[src/rtl/multi_clock_div_pkg.sv]
// Shared constants and helpers for the multi-channel clock divider.
// Optional phase-alignment input is enabled with the CLKDIV_SYNC_EN macro.
package clock_div_pkg;

    localparam int unsigned DEFAULT_CLOCK_HZ = 50_000_000;
    localparam int          DEFAULT_WIDTH    = 32;

    // A channel whose active divisor is zero is stopped; otherwise it runs.
    localparam logic [0:0] ST_RUN  = 1'b0;
    localparam logic [0:0] ST_STOP = 1'b1;

    function automatic int chan_idx_w(input int n);
        return (n <= 1) ? 1 : $clog2(n);
    endfunction

endpackage

[src/rtl/multi_clock_div_if.sv]
// Per-channel divisor write bus (plus the sync pulse when CLKDIV_SYNC_EN is defined).
interface multi_clock_div_if
    import clock_div_pkg::*;
#(
    parameter int WIDTH = DEFAULT_WIDTH
) ();

    logic             wr;
    logic [WIDTH-1:0] data;
`ifdef CLKDIV_SYNC_EN
    logic             sync;

    modport master (output wr, output data, output sync);
    modport slave  (input  wr, input  data, input  sync);
`else
    modport master (output wr, output data);
    modport slave  (input  wr, input  data);
`endif

endinterface

[src/rtl/multi_clock_div_chan.sv]
// One divider channel: counter, active/shadow divisors, tick strobe and square wave.
// Phase alignment via the sync pulse exists only when CLKDIV_SYNC_EN is defined.
module clock_div_chan
    import clock_div_pkg::*;
#(
    parameter int               WIDTH   = DEFAULT_WIDTH,
    parameter logic [WIDTH-1:0] RST_DIV = '0
) (
    input  logic             i_clk,
    input  logic             i_reset,
    multi_clock_div_if.slave wr_if,
    output logic             o_tick,
    output logic             o_out,
    output logic [WIDTH-1:0] o_div
);

    logic [WIDTH-1:0] r_cnt;
    logic [WIDTH-1:0] r_div_act;
    logic [WIDTH-1:0] r_div_shd;
    logic             r_tick;
    logic             r_out;

    logic [0:0]       w_state;
    logic             w_term;
    logic [WIDTH-1:0] w_next_div;

    assign w_state    = (r_div_act == '0) ? ST_STOP : ST_RUN;
    assign w_term     = (r_cnt >= (r_div_act - WIDTH'(1)));
    // A write landing on the terminal-count edge wins over the old shadow value.
    assign w_next_div = wr_if.wr ? wr_if.data : r_div_shd;

    always_ff @(posedge i_clk) begin
        if (i_reset) begin
            r_cnt     <= '0;
            r_div_act <= RST_DIV;
            r_div_shd <= RST_DIV;
            r_tick    <= 1'b0;
            r_out     <= 1'b0;
        end
`ifdef CLKDIV_SYNC_EN
        else if (wr_if.sync) begin
            r_cnt     <= '0;
            r_div_act <= w_next_div;
            r_div_shd <= w_next_div;
            r_tick    <= 1'b0;
            r_out     <= 1'b0;
        end
`endif
        else begin
            r_div_shd <= w_next_div;
            case (w_state)
                ST_RUN: begin
                    if (w_term) begin
                        r_cnt     <= '0;
                        r_out     <= ~r_out;
                        r_tick    <= 1'b1;
                        r_div_act <= w_next_div;
                    end else begin
                        r_cnt  <= r_cnt + WIDTH'(1);
                        r_tick <= 1'b0;
                    end
                end
                default: begin
                    r_cnt  <= '0;
                    r_tick <= 1'b0;
                    if (wr_if.wr) begin
                        r_div_act <= wr_if.data;
                    end
                end
            endcase
        end
    end

    assign o_tick = r_tick;
    assign o_out  = r_out;
    assign o_div  = r_div_act;

endmodule

[src/rtl/multi_clock_div.sv]
// Multi-channel programmable clock divider / tick generator top level.
// Define CLKDIV_SYNC_EN to add the i_sync phase-alignment input.
module multi_clock_div
    import clock_div_pkg::*;
#(
    parameter int          NCH       = 4,
    parameter int          WIDTH     = DEFAULT_WIDTH,
    parameter int unsigned CLOCK_HZ  = DEFAULT_CLOCK_HZ,
    parameter int unsigned RESET_DIV = CLOCK_HZ / 2,
    localparam int         CHW       = chan_idx_w(NCH)
) (
    input  logic                 i_clk,
    input  logic                 i_reset,
    input  logic                 i_wr,
    input  logic [CHW-1:0]       i_wr_ch,
    input  logic [WIDTH-1:0]     i_wr_data,
`ifdef CLKDIV_SYNC_EN
    input  logic                 i_sync,
`endif
    output logic [NCH-1:0]       o_tick,
    output logic [NCH-1:0]       o_out,
    output logic [NCH*WIDTH-1:0] o_div
);

    localparam logic [WIDTH-1:0] L_RST_DIV = WIDTH'(RESET_DIV);

    // Indices with no matching channel decode to no write at all.
    for (genvar gi = 0; gi < NCH; gi++) begin : g_chan
        multi_clock_div_if #(.WIDTH(WIDTH)) w_wr_if ();

        assign w_wr_if.wr   = i_wr && (i_wr_ch == CHW'(gi));
        assign w_wr_if.data = i_wr_data;
`ifdef CLKDIV_SYNC_EN
        assign w_wr_if.sync = i_sync;
`endif

        clock_div_chan #(
            .WIDTH   (WIDTH),
            .RST_DIV (L_RST_DIV)
        ) u_chan (
            .i_clk   (i_clk),
            .i_reset (i_reset),
            .wr_if   (w_wr_if),
            .o_tick  (o_tick[gi]),
            .o_out   (o_out[gi]),
            .o_div   (o_div[gi*WIDTH +: WIDTH])
        );
    end

endmodule

[config.mk]
export PLATFORM = sky130hd
export DESIGN_NAME = multi_clock_div
export DESIGN_NICKNAME = d
export VERILOG_FILES = /design/src/rtl/multi_clock_div_pkg.sv /design/src/rtl/multi_clock_div_if.sv /design/src/rtl/multi_clock_div_chan.sv /design/src/rtl/multi_clock_div.sv
export SDC_FILE = /design/constraint.sdc
export NUM_CORES = 1
export LEC_CHECK = 0
export ABC_CLOCK_PERIOD_IN_PS = 10300
export CORE_MARGIN = 2
export CORE_UTILIZATION = 50
export DETAILED_ROUTE_END_ITERATION = 12
export HOLD_SLACK_MARGIN = 0.05
export PLACE_DENSITY = 0.81
export SETUP_SLACK_MARGIN = 0.05
export SLEW_MARGIN = 20
export SYNTH_ARGS = -nofsm -noshare
export SYNTH_HDL_FRONTEND = slang
export SYNTH_HIERARCHICAL = 1
export SYNTH_SLANG_ARGS = --single-unit
[constraint.sdc]
create_clock -name i_clk -period 10.3 [get_ports i_clk]
set_clock_uncertainty 0.15 [all_clocks]
set_input_delay 2.06 -clock i_clk [delete_from_list [all_inputs] [get_ports i_clk]]
set_output_delay 2.06 -clock i_clk [all_outputs]
set_load 0.05 [all_outputs]
==> results.yml, run 1 <==
floorplan:
  core_area_um2: 40700
  num_io_pins: 173
  die_y_um: 207
  initial_utilization: 0.506
  fp-row-count: 74
  die_area_um2: 42900
  die_w_um: 207
drt:
  routedWlPerCell_um: 19.5
  route.final.wire_length_um: 57300
  drt-pass1-iter-count: 6
  vias: 17700
  drc: 0
  viasPerCell: 6.02
  drt_iter0_markers: 1115
  drtAntennaViolNets: 0
timing:
  fmax_mhz: 187
  finalWorstSetupSlack_ps: 4950
  rsz0062_at_grt: "false"
  hold_viol: 0
  min_period_ps: 5350
  tightest_slew_ps: 1080
  finalCritPeriodShare: 0.519
  fin_tns_setup_ps: 0
  maxSlewViolCount: 0
  maxSlewHeadroom: 0.278
  setup_viol: 0
critical_path:
  required_ps: 10650
  arrival_ps: 5700
  crit_path_start_kind: "register"
  path_class: "register to register"
  path_max_fanout: 31
  end_kind: "register"
global_routing:
  grt_pass1_wl_um: 91500
  grt_use_total: 0.260
  gr-usage-met2: 0.434
  grt_busiest_layer: "met2"
  antenna_found_initial: 2
  grt_max_degree: 79
  met3_usage: 0.0388
  globalRouteMet1Util: 0.342
  grt-ovfl-total: 0
  grt_pass1_vias: 17100
yosys:
  async_reset_ff_frac: 0
  syn_avg_cell_area_um2: 9.15
  syn-num-nets: 2426
  synth_top_cell_by_area: "dfxtp_1"
  synthCells: 2253
  syn_area_um2: 20600
  synth-edff-count: 0
  synth-seq-area-share: 0.380
  yosys.area.top_type_share: 0.380
  synth-seq-cells: 392
  synthFlopType: "dfxtp_1"
  yosysWarningCount: 6
  synth_area_leaders: "dfxtp_1, ha_1, a22o_1"
  synthDistinctLibCells: 52
power:
  p_per_area_nw_per_um2: 137
  intPower_w: 0.00258
  power_w: 0.00331
  p_sw_frac: 0.221
  power_frac_seq: 0.468
  p_clk_frac: 0.482
  p_leak_nw: 8.89
  p_switching_w: 0.000732
  vdd_drop_max_mv: 0.129
  p_comb_frac: 0.049
cells_and_area:
  final_common_cell: "dfxtp_1"
  layout-drive-gt1-share: 0.0528
  area_growth_pct: 16.9
  layout_common_cells: "dfxtp_1, nor2_1, clkdlybuf4s50_1"
  final_nets: 2549
  post-route-util: 0.592
  design_area_um2: 24100
status:
  outcome: "finished clean"
placement:
  port_buffers: 172
  dpl.hpwl_um: 41700
  post_dp_cell_area_um2: 22600
  place_ws_ps: 4880
  gp_congestion: 0.937
cts:
  numCtsBuffers: 42
  cts_setup_buffers: 0
  root_buffer: "clkbuf_16"
  postCtsHoldBufs: 0
  clk_pin_slew_ps: 60
  clkLatencyLatePin_ps: 570
  cts_tree: "yes"
  htreeDepth: 2
  cts_sinks: 392
  clk_path_buf_depth: 3
  cts_resized: 0
flow_run:
  drv_cap: 0
hold_path:
  hold_class: "register to register"
-- kinds of logic after synthesis --
logic type      after synthesis  synth area share
fa+ha+maj                   136            0.0825
xor+xnor                    240             0.102
simple gates                847             0.210
compound gates              424             0.158
flops                       392             0.380
buf+inv                     134            0.0280
mux                          80            0.0388
-- final cells by class --
class | instances | area, um2
antenna | 2 | 5.00
clock buffer | 61 | 1230
clock inverter | 14 | 233
fill | 3468 | 16600
inverter | 31 | 116
multi-input combinational | 1727 | 12200
sequential | 392 | 7850
tap | 532 | 666
timing repair buffer | 182 | 1790
-- worst paths after layout --
| check | to | cells past startpoint | start | slack [ps] |
|---|---|---|---|---|
| setup / recovery | g_chan[3].u_chan/o_div[27]$_SDFFE_PP0P_ | 13 | g_chan[3].u_chan/o_div[10]$_SDFFE_PP0P_ | 4950 |
| hold / removal | g_chan[0].u_chan/r_cnt[0]$_SDFF_PP0_ | 1 | g_chan[0].u_chan/r_cnt[0]$_SDFF_PP0_ | 310 |
| setup reg to reg | g_chan[3].u_chan/o_div[27]$_SDFFE_PP0P_ | 13 | g_chan[3].u_chan/o_div[10]$_SDFFE_PP0P_ | 4950 |
| hold reg to reg | g_chan[0].u_chan/r_cnt[0]$_SDFF_PP0_ | 1 | g_chan[0].u_chan/r_cnt[0]$_SDFF_PP0_ | 310 |
-- flip-flops by register name, indices dropped and copies added (netlist names) --
register and cells:
g_chan.u_chan/o_tick 4, g_chan.u_chan/o_out 4, g_chan.u_chan/r_div_shd 128, g_chan.u_chan/o_div 128
g_chan.u_chan/r_cnt 128
-- stage by stage --
step	cells	hold slack [ps]
CTS	2939	317
detailed placement	2864	301
floorplan	2253	276
global route	2939	335
finish	2941	310
global placement	2864	288
-- power by group through the flow --
stage	Sequential [W]	Combinational, W	Clock, W
after floorplan	0.00158	0.000104	0
after detailed placement	0.00158	0.000162	0
after CTS	0.00155	0.000162	0.00162
after global placement	0.00158	0.000158	0
after global routing	0.00155	0.000177	0.00168
final	0.00155	0.000164	0.00160
-- worst max-delay path, stage by stage, from the launching register on --
cell,delay [ps]
dfxtp_1,380
or4_4,610
or4_1,480
nor2_1,230
nand2_1,200
or3_1,410
xor2_1,150
ha_1,300
nand4_1,160
or4_1,640
a2111o_1,450
o221a_2,180
a21oi_4,680
a22o_1,250
-- routing by layer --
metal | vias to the layer above | routed length [um]
li1 | 8459 | -
met1 | 8593 | 25400
met2 | 546 | 26800
met3 | 117 | 3310
met4 | 2 | 1740
met5 | - | 13
-- synthesized netlist by cell type, types with 6 or more instances --
| cell | number |
|---|---|
| inv_1 | 31 |
| or4_1 | 20 |
| nand2b_1 | 59 |
| and2_1 | 12 |
| a22o_1 | 156 |
| dfxtp_1 | 392 |
| nor2_1 | 284 |
| nand4_1 | 63 |
| nand3_1 | 62 |
| o211ai_1 | 8 |
| and3_1 | 10 |
| buf_1 | 7 |
| mux2i_1 | 80 |
| clkbuf_1 | 60 |
| a21oi_1 | 52 |
| xnor2_1 | 146 |
| buf_2 | 27 |
| nand2_1 | 134 |
| o21a_1 | 8 |
| a2bb2oi_1 | 52 |
| nor2b_1 | 8 |
| and4_1 | 23 |
| ha_1 | 136 |
| and3b_1 | 6 |
| a221oi_1 | 8 |
| o31ai_1 | 48 |
| or3_1 | 19 |
| nor4_1 | 37 |
| or2_2 | 11 |
| nor3_1 | 65 |
| xor2_1 | 94 |
| nor3_2 | 8 |
| buf_4 | 7 |
| o21ai_0 | 60 |
Power figures use the tool's default switching activity.
==> run 2: changes to the inputs <==
--- a/config.mk
+++ b/config.mk
@@ -5,12 +5,12 @@
 export SDC_FILE = /design/constraint.sdc
 export NUM_CORES = 1
 export LEC_CHECK = 0
-export ABC_CLOCK_PERIOD_IN_PS = 10300
+export ABC_CLOCK_PERIOD_IN_PS = 4860
 export CORE_MARGIN = 2
 export CORE_UTILIZATION = 50
 export DETAILED_ROUTE_END_ITERATION = 12
 export HOLD_SLACK_MARGIN = 0.05
-export PLACE_DENSITY = 0.81
+export PLACE_DENSITY = 0.84
 export SETUP_SLACK_MARGIN = 0.05
 export SLEW_MARGIN = 20
 export SYNTH_ARGS = -nofsm -noshare
==> constraint.sdc (replaced) <==
create_clock -name i_clk -period 4.86 [get_ports i_clk]
set_clock_uncertainty 0.15 [all_clocks]
set_input_delay 0.972 -clock i_clk [delete_from_list [all_inputs] [get_ports i_clk]]
set_output_delay 0.972 -clock i_clk [all_outputs]
set_load 0.05 [all_outputs]
==> run 2 against run 1 <==
Against the previous run: hold slack better by 1.8 ps; combinational power is 120% higher; via count is 3.4% higher; maximum frequency is 16% higher; core utilization is 1.6 points higher; total power is 110% higher; register-to-register slack worse by 4700 ps; clock power is 110% higher; setup slack worse by 4700 ps; design area is 2.7% higher.
==> results.yml, run 2 (same netlist as run 1, synthesis figures left out) <==
placement:
  dpl.hpwl_um: 43700
  gp_congestion: 0.977
  post_dp_cell_area_um2: 23100
  place_ws_ps: -14.8
  port_buffers: 172
drt:
  route.final.wire_length_um: 60400
  drtAntennaViolNets: 0
  drc: 0
  drt-pass1-iter-count: 5
  viasPerCell: 6.11
  drt_iter0_markers: 1528
  vias: 18300
  routedWlPerCell_um: 20.1
floorplan:
  initial_utilization: 0.506
  num_io_pins: 173
  die_w_um: 207
  core_area_um2: 40700
  fp-row-count: 74
  die_area_um2: 42900
  die_y_um: 207
cts:
  root_buffer: "clkbuf_16"
  postCtsHoldBufs: 0
  htreeDepth: 2
  clk_pin_slew_ps: 60
  numCtsBuffers: 43
  clkLatencyLatePin_ps: 570
  cts_sinks: 392
  cts_tree: "yes"
  clk_path_buf_depth: 3
critical_path:
  crit_path_start_kind: "register"
  arrival_ps: 4920
  path_max_fanout: 16
  required_ps: 5170
  path_class: "register to register"
  cp_cell_sequence: "or4_4 > or4_4 > nor2_2 > nand2_1 > buf_4 > nor3_1 > xnor2_1 > ha_1 > nand4_1 > or4_4 > a2111o_1 > o221ai_4 > o21ai_2 > buf_4 > a22o_1"
  cpMaxStageDelayCell: "or4_4"
  cpPeakStageDelay_ps: 590
  end_kind: "register"
  cp_common_cell: "or4_4"
timing:
  tightest_slew_ps: 950
  fmax_mhz: 217
  finalCritPeriodShare: 0.949
  maxSlewHeadroom: 0.362
  min_period_ps: 4610
  setup_viol: 0
  hold_viol: 0
  maxSlewViolCount: 0
  finalWorstSetupSlack_ps: 248
  rsz0062_at_grt: "false"
power:
  p_per_area_nw_per_um2: 281
  p_sw_frac: 0.236
  p_leak_nw: 9.23
  p_comb_frac: 0.053
  power_w: 0.00697
  p_clk_frac: 0.476
  intPower_w: 0.00533
  vdd_drop_max_mv: 0.238
  power_frac_seq: 0.471
  p_switching_w: 0.00164
cells_and_area:
  final_common_cell: "dfxtp_1"
  area_growth_pct: 20.1
  final_nets: 2608
  design_area_um2: 24800
  antenna_cells: 0
  layout_common_cells: "dfxtp_1, nor2_1, clkdlybuf4s50_1"
  layout-drive-gt1-share: 0.0855
global_routing:
  grt_pass1_wl_um: 94000
  antenna_found_initial: 2
  grt_max_degree: 77
  grt_use_total: 0.269
  grt-ovfl-total: 0
  grt_pass1_vias: 17600
hold_path:
  hold_class: "register to register"
flow_run:
  drv_cap: 0
status:
  outcome: "finished clean"
run 2: path summary, 6_finish.rpt:
kind / to / cells past startpoint / slack (ps) / startpoint
setup / recovery: g_chan[3].u_chan/o_div[23]$_SDFFE_PP0P_ / 15 / 250 / g_chan[3].u_chan/o_div[12]$_SDFFE_PP1P_
hold / removal: g_chan[2].u_chan/r_cnt[0]$_SDFF_PP0_ / 1 / 310 / g_chan[2].u_chan/r_cnt[0]$_SDFF_PP0_
setup reg to reg: g_chan[3].u_chan/o_div[23]$_SDFFE_PP0P_ / 15 / 250 / g_chan[3].u_chan/o_div[12]$_SDFFE_PP1P_
hold reg to reg: g_chan[2].u_chan/r_cnt[0]$_SDFF_PP0_ / 1 / 310 / g_chan[2].u_chan/r_cnt[0]$_SDFF_PP0_
run 2: cell type report:
cell class,count,area (um2)
sequential,392,7850
inverter,31,116
clock buffer,57,1250
multi-input combinational,1727,12400
timing repair buffer,240,2350
clock inverter,21,183
tap,532,666
fill,3350,16000
run 2: per-stage QoR:
step / util / setup TNS, ps / hold slack, ps / std cells
floorplan: - / 0 / 276 / 2253
global placement: 0.568 / 0 / 289 / 2918
detailed placement: 0.568 / -19.5 / 302 / 2918
CTS: 0.604 / 0 / 316 / 2996
global route: 0.608 / 0 / 337 / 3000
finish: 0.608 / 0 / 312 / 3000
run 2: worst max-delay path: cells and delay by family (launching register included):
kind	cells	cell delay [ps]
AO/OA/AOI/OAI	4	940
buffers and inverters	2	380
XOR/XNOR	1	130
flip-flops	1	360
AND/OR/NAND/NOR	7	2240
adder cells (fa/ha/maj)	1	310
run 2: routing by layer:
metal	global-route usage	part of all wire	vias up
met1	0.350	0.42	8864
met5	0	0	-
met2	0.450	0.48	726
met4	0.108	0.036	0
met3	0.0397	0.069	144
li1	-	-	8594
run 2: what timing repair did:
item,4_1_cts,5_1_grt
endpoints found under the setup margin,85,253
hold endpoints to repair,0,0
gates cloned,0,2
buffers inserted,0,2
pin swaps,0,10
gates resized for setup,10,19
run 2: power by group through the flow:
| stage | Combinational, W | Sequential, W | Clock (W) |
|---|---|---|---|
| after floorplan | 0.000221 | 0.00335 | 0 |
| after global placement | 0.000346 | 0.00335 | 0 |
| after global routing | 0.000393 | 0.00329 | 0.00348 |
| after detailed placement | 0.000356 | 0.00335 | 0 |
| after CTS | 0.000362 | 0.00328 | 0.00336 |
| final | 0.000368 | 0.00328 | 0.00332 |
==> run 3: changes to the inputs <==
--- a/config.mk
+++ b/config.mk
@@ -8,6 +8,7 @@
 export ABC_CLOCK_PERIOD_IN_PS = 4860
 export CORE_MARGIN = 2
 export CORE_UTILIZATION = 50
+export CTS_CLUSTER_SIZE = 24
 export DETAILED_ROUTE_END_ITERATION = 12
 export HOLD_SLACK_MARGIN = 0.05
 export PLACE_DENSITY = 0.84
@@ -15,5 +16,4 @@
 export SLEW_MARGIN = 20
 export SYNTH_ARGS = -nofsm -noshare
 export SYNTH_HDL_FRONTEND = slang
-export SYNTH_HIERARCHICAL = 1
 export SYNTH_SLANG_ARGS = --single-unit
==> run 3 against run 2 <==
Against the previous run: the flow now finishes with violations (setup timing); hold slack got worse by 7.4 ps; count of clock-buffer cells in the layout rose by 5; critical path depth grew 1; synthesized cell count rose by 14%; highest routed layer is now met5.
==> results.yml, run 3 <==
status:
  outcome: "complete, but fails checks"
  violations: "setup timing"
yosys:
  syn-num-nets: 2740
  async_reset_ff_frac: 0
  synth_top_cell_by_area: "dfxtp_1"
  synth_area_leaders: "dfxtp_1, ha_1, nand2_1"
  synthFlopType: "dfxtp_1"
  synth-seq-area-share: 0.370
  synth_commonest_cells: "nand2_1, dfxtp_1, nor2_1"
  yosys.area.top_type_share: 0.370
  synth-edff-count: 0
  synthCells: 2567
  syn_area_um2: 21200
  syn_avg_cell_area_um2: 8.27
  yosysMostFrequentCell: "nand2_1"
  yosysWarningCount: 0
  synth-seq-cells: 392
  synthDistinctLibCells: 74
power:
  p_switching_w: 0.00163
  power_w: 0.00696
  p_leak_nw: 10.0
  power_frac_seq: 0.473
  intPower_w: 0.00534
  p_clk_frac: 0.478
  p_comb_frac: 0.049
  p_per_area_nw_per_um2: 275
  vdd_drop_max_mv: 0.254
  p_sw_frac: 0.234
timing:
  fmax_mhz: 202
  finalCritPeriodShare: 1.02
  maxSlewHeadroom: 0.220
  min_period_ps: 4940
  finalWorstSetupSlack_ps: -78.7
  tightest_slew_ps: 1170
  hold_viol: 0
  maxSlewViolCount: 0
  rsz0062_at_grt: "true"
  setup_viol: 10
drt:
  vias: 19700
  drt-pass1-iter-count: 8
  route.final.wire_length_um: 61800
  routedWlPerCell_um: 18.9
  drtAntennaViolNets: 0
  drt_iter0_markers: 1947
  viasPerCell: 6.02
  drc: 0
placement:
  dpl.hpwl_um: 42400
  gp_congestion: 0.926
  port_buffers: 172
critical_path:
  r2r-start: "g_chan[3].u_chan.o_div[2]$_SDFFE_PP0P_"
  setup.worst_path.end: "g_chan[3].u_chan.o_div[14]$_SDFFE_PP1P_"
  arrival_ps: 5160
  crit_path_start_kind: "register"
  path_max_fanout: 7
  r2r_slack_ps: -80
  end_kind: "register"
  required_ps: 5080
  path_class: "register to register"
  reg2reg_depth: 16
  reg2reg_to: "g_chan[3].u_chan.o_div[14]$_SDFFE_PP1P_"
  startpoint: "g_chan[3].u_chan.o_div[2]$_SDFFE_PP0P_"
floorplan:
  core_area_um2: 41900
  fp-row-count: 75
  num_io_pins: 173
  die_area_um2: 44100
  die_y_um: 210
  die_w_um: 210
  initial_utilization: 0.506
cts:
  clk_pin_slew_ps: 70
  root_buffer: "clkbuf_16"
  cts_tree: "yes"
  postCtsHoldBufs: 0
  htreeDepth: 2
  clkLatencyLatePin_ps: 570
  clk_path_buf_depth: 3
  numCtsBuffers: 43
  cts_sinks: 392
cells_and_area:
  area_growth_pct: 19.1
  layout_common_cells: "nand2_1, dfxtp_1, nor2_1"
  post-route-util: 0.603
  layout-drive-gt1-share: 0.0949
  final_nets: 2871
  final_common_cell: "nand2_1"
flow_run:
  drv_cap: 0
global_routing:
  antenna_found_initial: 3
  grt_max_degree: 107
  grt-ovfl-total: 0
  grt_pass1_wl_um: 96100
  grt_pass1_vias: 18700
  grt_use_total: 0.267
hold_path:
  hold_class: "register to register"
==> run 3: cell types whose count changed after synthesis, sizes merged, moves of 31 or more <==
cell / previous run / this run
nand2: 134 / 399
a22o: 156 / 1
a21oi: 56 / 167
nor2b: 8 / 69
nand3: 62 / 120
nand2b: 59 / 6
mux2: 0 / 52
a2bb2oi: 52 / 1
clkbuf: 60 / 110
o31ai: 48 / 3
nor2: 284 / 250
mux2i: 80 / 49
==> run 3: what timing repair did <==
item	4_1_cts	5_1_grt
pin swaps	2	18
gates resized for setup	4	64
gates cloned	0	7
setup endpoints to repair	33	93
buffers inserted	1	2
==> run 3: stage by stage <==
stage	TNS (ps)	worst slack (ps)	instances	hold WS, ps	cell area [um2]
after floorplan	0	53.7	2567	275	21200
after global placement	0	89.4	3182	288	23500
after detailed placement	-2270	-106	3182	296	23500
after CTS	0	28.0	3258	304	25000
after global routing	-3690	-231	3268	319	25300
final	-354	-78.7	3269	304	25300
==> run 3: routing by layer <==
layer	part of all wire	track usage
met5	0.00039	0
met4	0.044	0.113
met3	0.086	0.0475
met2	0.46	0.444
met1	0.40	0.342
==> run 3: worst max-delay path, cell delays in order (launching register included) <==
cell	delay, ps
dfxtp_4	340
or3_4	390
or4_4	450
or4b_4	510
or3_4	410
or3_4	420
nor3_4	130
xnor2_1	90
ha_1	320
nand4_1	150
nor3_2	300
o311a_1	250
and2_4	160
a22oi_2	80
buf_6	170
a221oi_1	270
o21ai_0	140
==> run 3: power by group through the flow <==
stage	registers (W)	clock network, W	logic [W]
global route	0.00330	0.00349	0.000369
finish	0.00330	0.00333	0.000341
floorplan	0.00336	0	0.000199
CTS	0.00329	0.00335	0.000330
global placement	0.00336	0	0.000316
detailed placement	0.00337	0	0.000328
==> run 3: cell families after synthesis <==
logic type | count (synthesis) | synth area share
AOI/OAI and AO/OA | 372 | 0.107
xor gates and xnor gates | 240 | 0.0990
adders and majority gates | 136 | 0.0802
buffers and inverters | 172 | 0.0331
DFF | 392 | 0.370
muxes | 101 | 0.0507
and+or+nand+nor | 1154 | 0.260
==> run 3: worst min-delay path by stage <==
stage	slack (ps)	depth (start not counted)	endpoint	start
6_report	300	2	g_chan[1].u_chan.r_div_shd[2]$_SDFF_PP0_	g_chan[1].u_chan.r_div_shd[2]$_SDFF_PP0_
4_1_cts	300	2	g_chan[2].u_chan.r_div_shd[5]$_SDFF_PP0_	g_chan[2].u_chan.r_div_shd[5]$_SDFF_PP0_
3_3_place_gp	290	2	g_chan[3].u_chan.r_div_shd[31]$_SDFF_PP0_	g_chan[3].u_chan.r_div_shd[31]$_SDFF_PP0_
5_1_grt	320	2	g_chan[2].u_chan.r_div_shd[7]$_SDFF_PP0_	g_chan[2].u_chan.r_div_shd[7]$_SDFF_PP0_
2_1_floorplan	280	1	g_chan[0].u_chan.r_cnt[0]$_SDFF_PP0_	g_chan[0].u_chan.r_cnt[0]$_SDFF_PP0_
3_5_place_dp	300	1	g_chan[3].u_chan.r_cnt[0]$_SDFF_PP0_	g_chan[3].u_chan.r_cnt[0]$_SDFF_PP0_
==> run 3: area by class of cell <==
| class | count | area [um2] |
|---|---|---|
| clock inverters | 13 | 131 |
| fillers | 3361 | 16700 |
| flip-flops and latches | 392 | 7850 |
| inverters | 28 | 105 |
| clock buffers | 62 | 1300 |
| well taps | 539 | 674 |
| diodes | 2 | 5.00 |
| repair buffers | 230 | 2280 |
| multi-input cells | 2003 | 12900 |
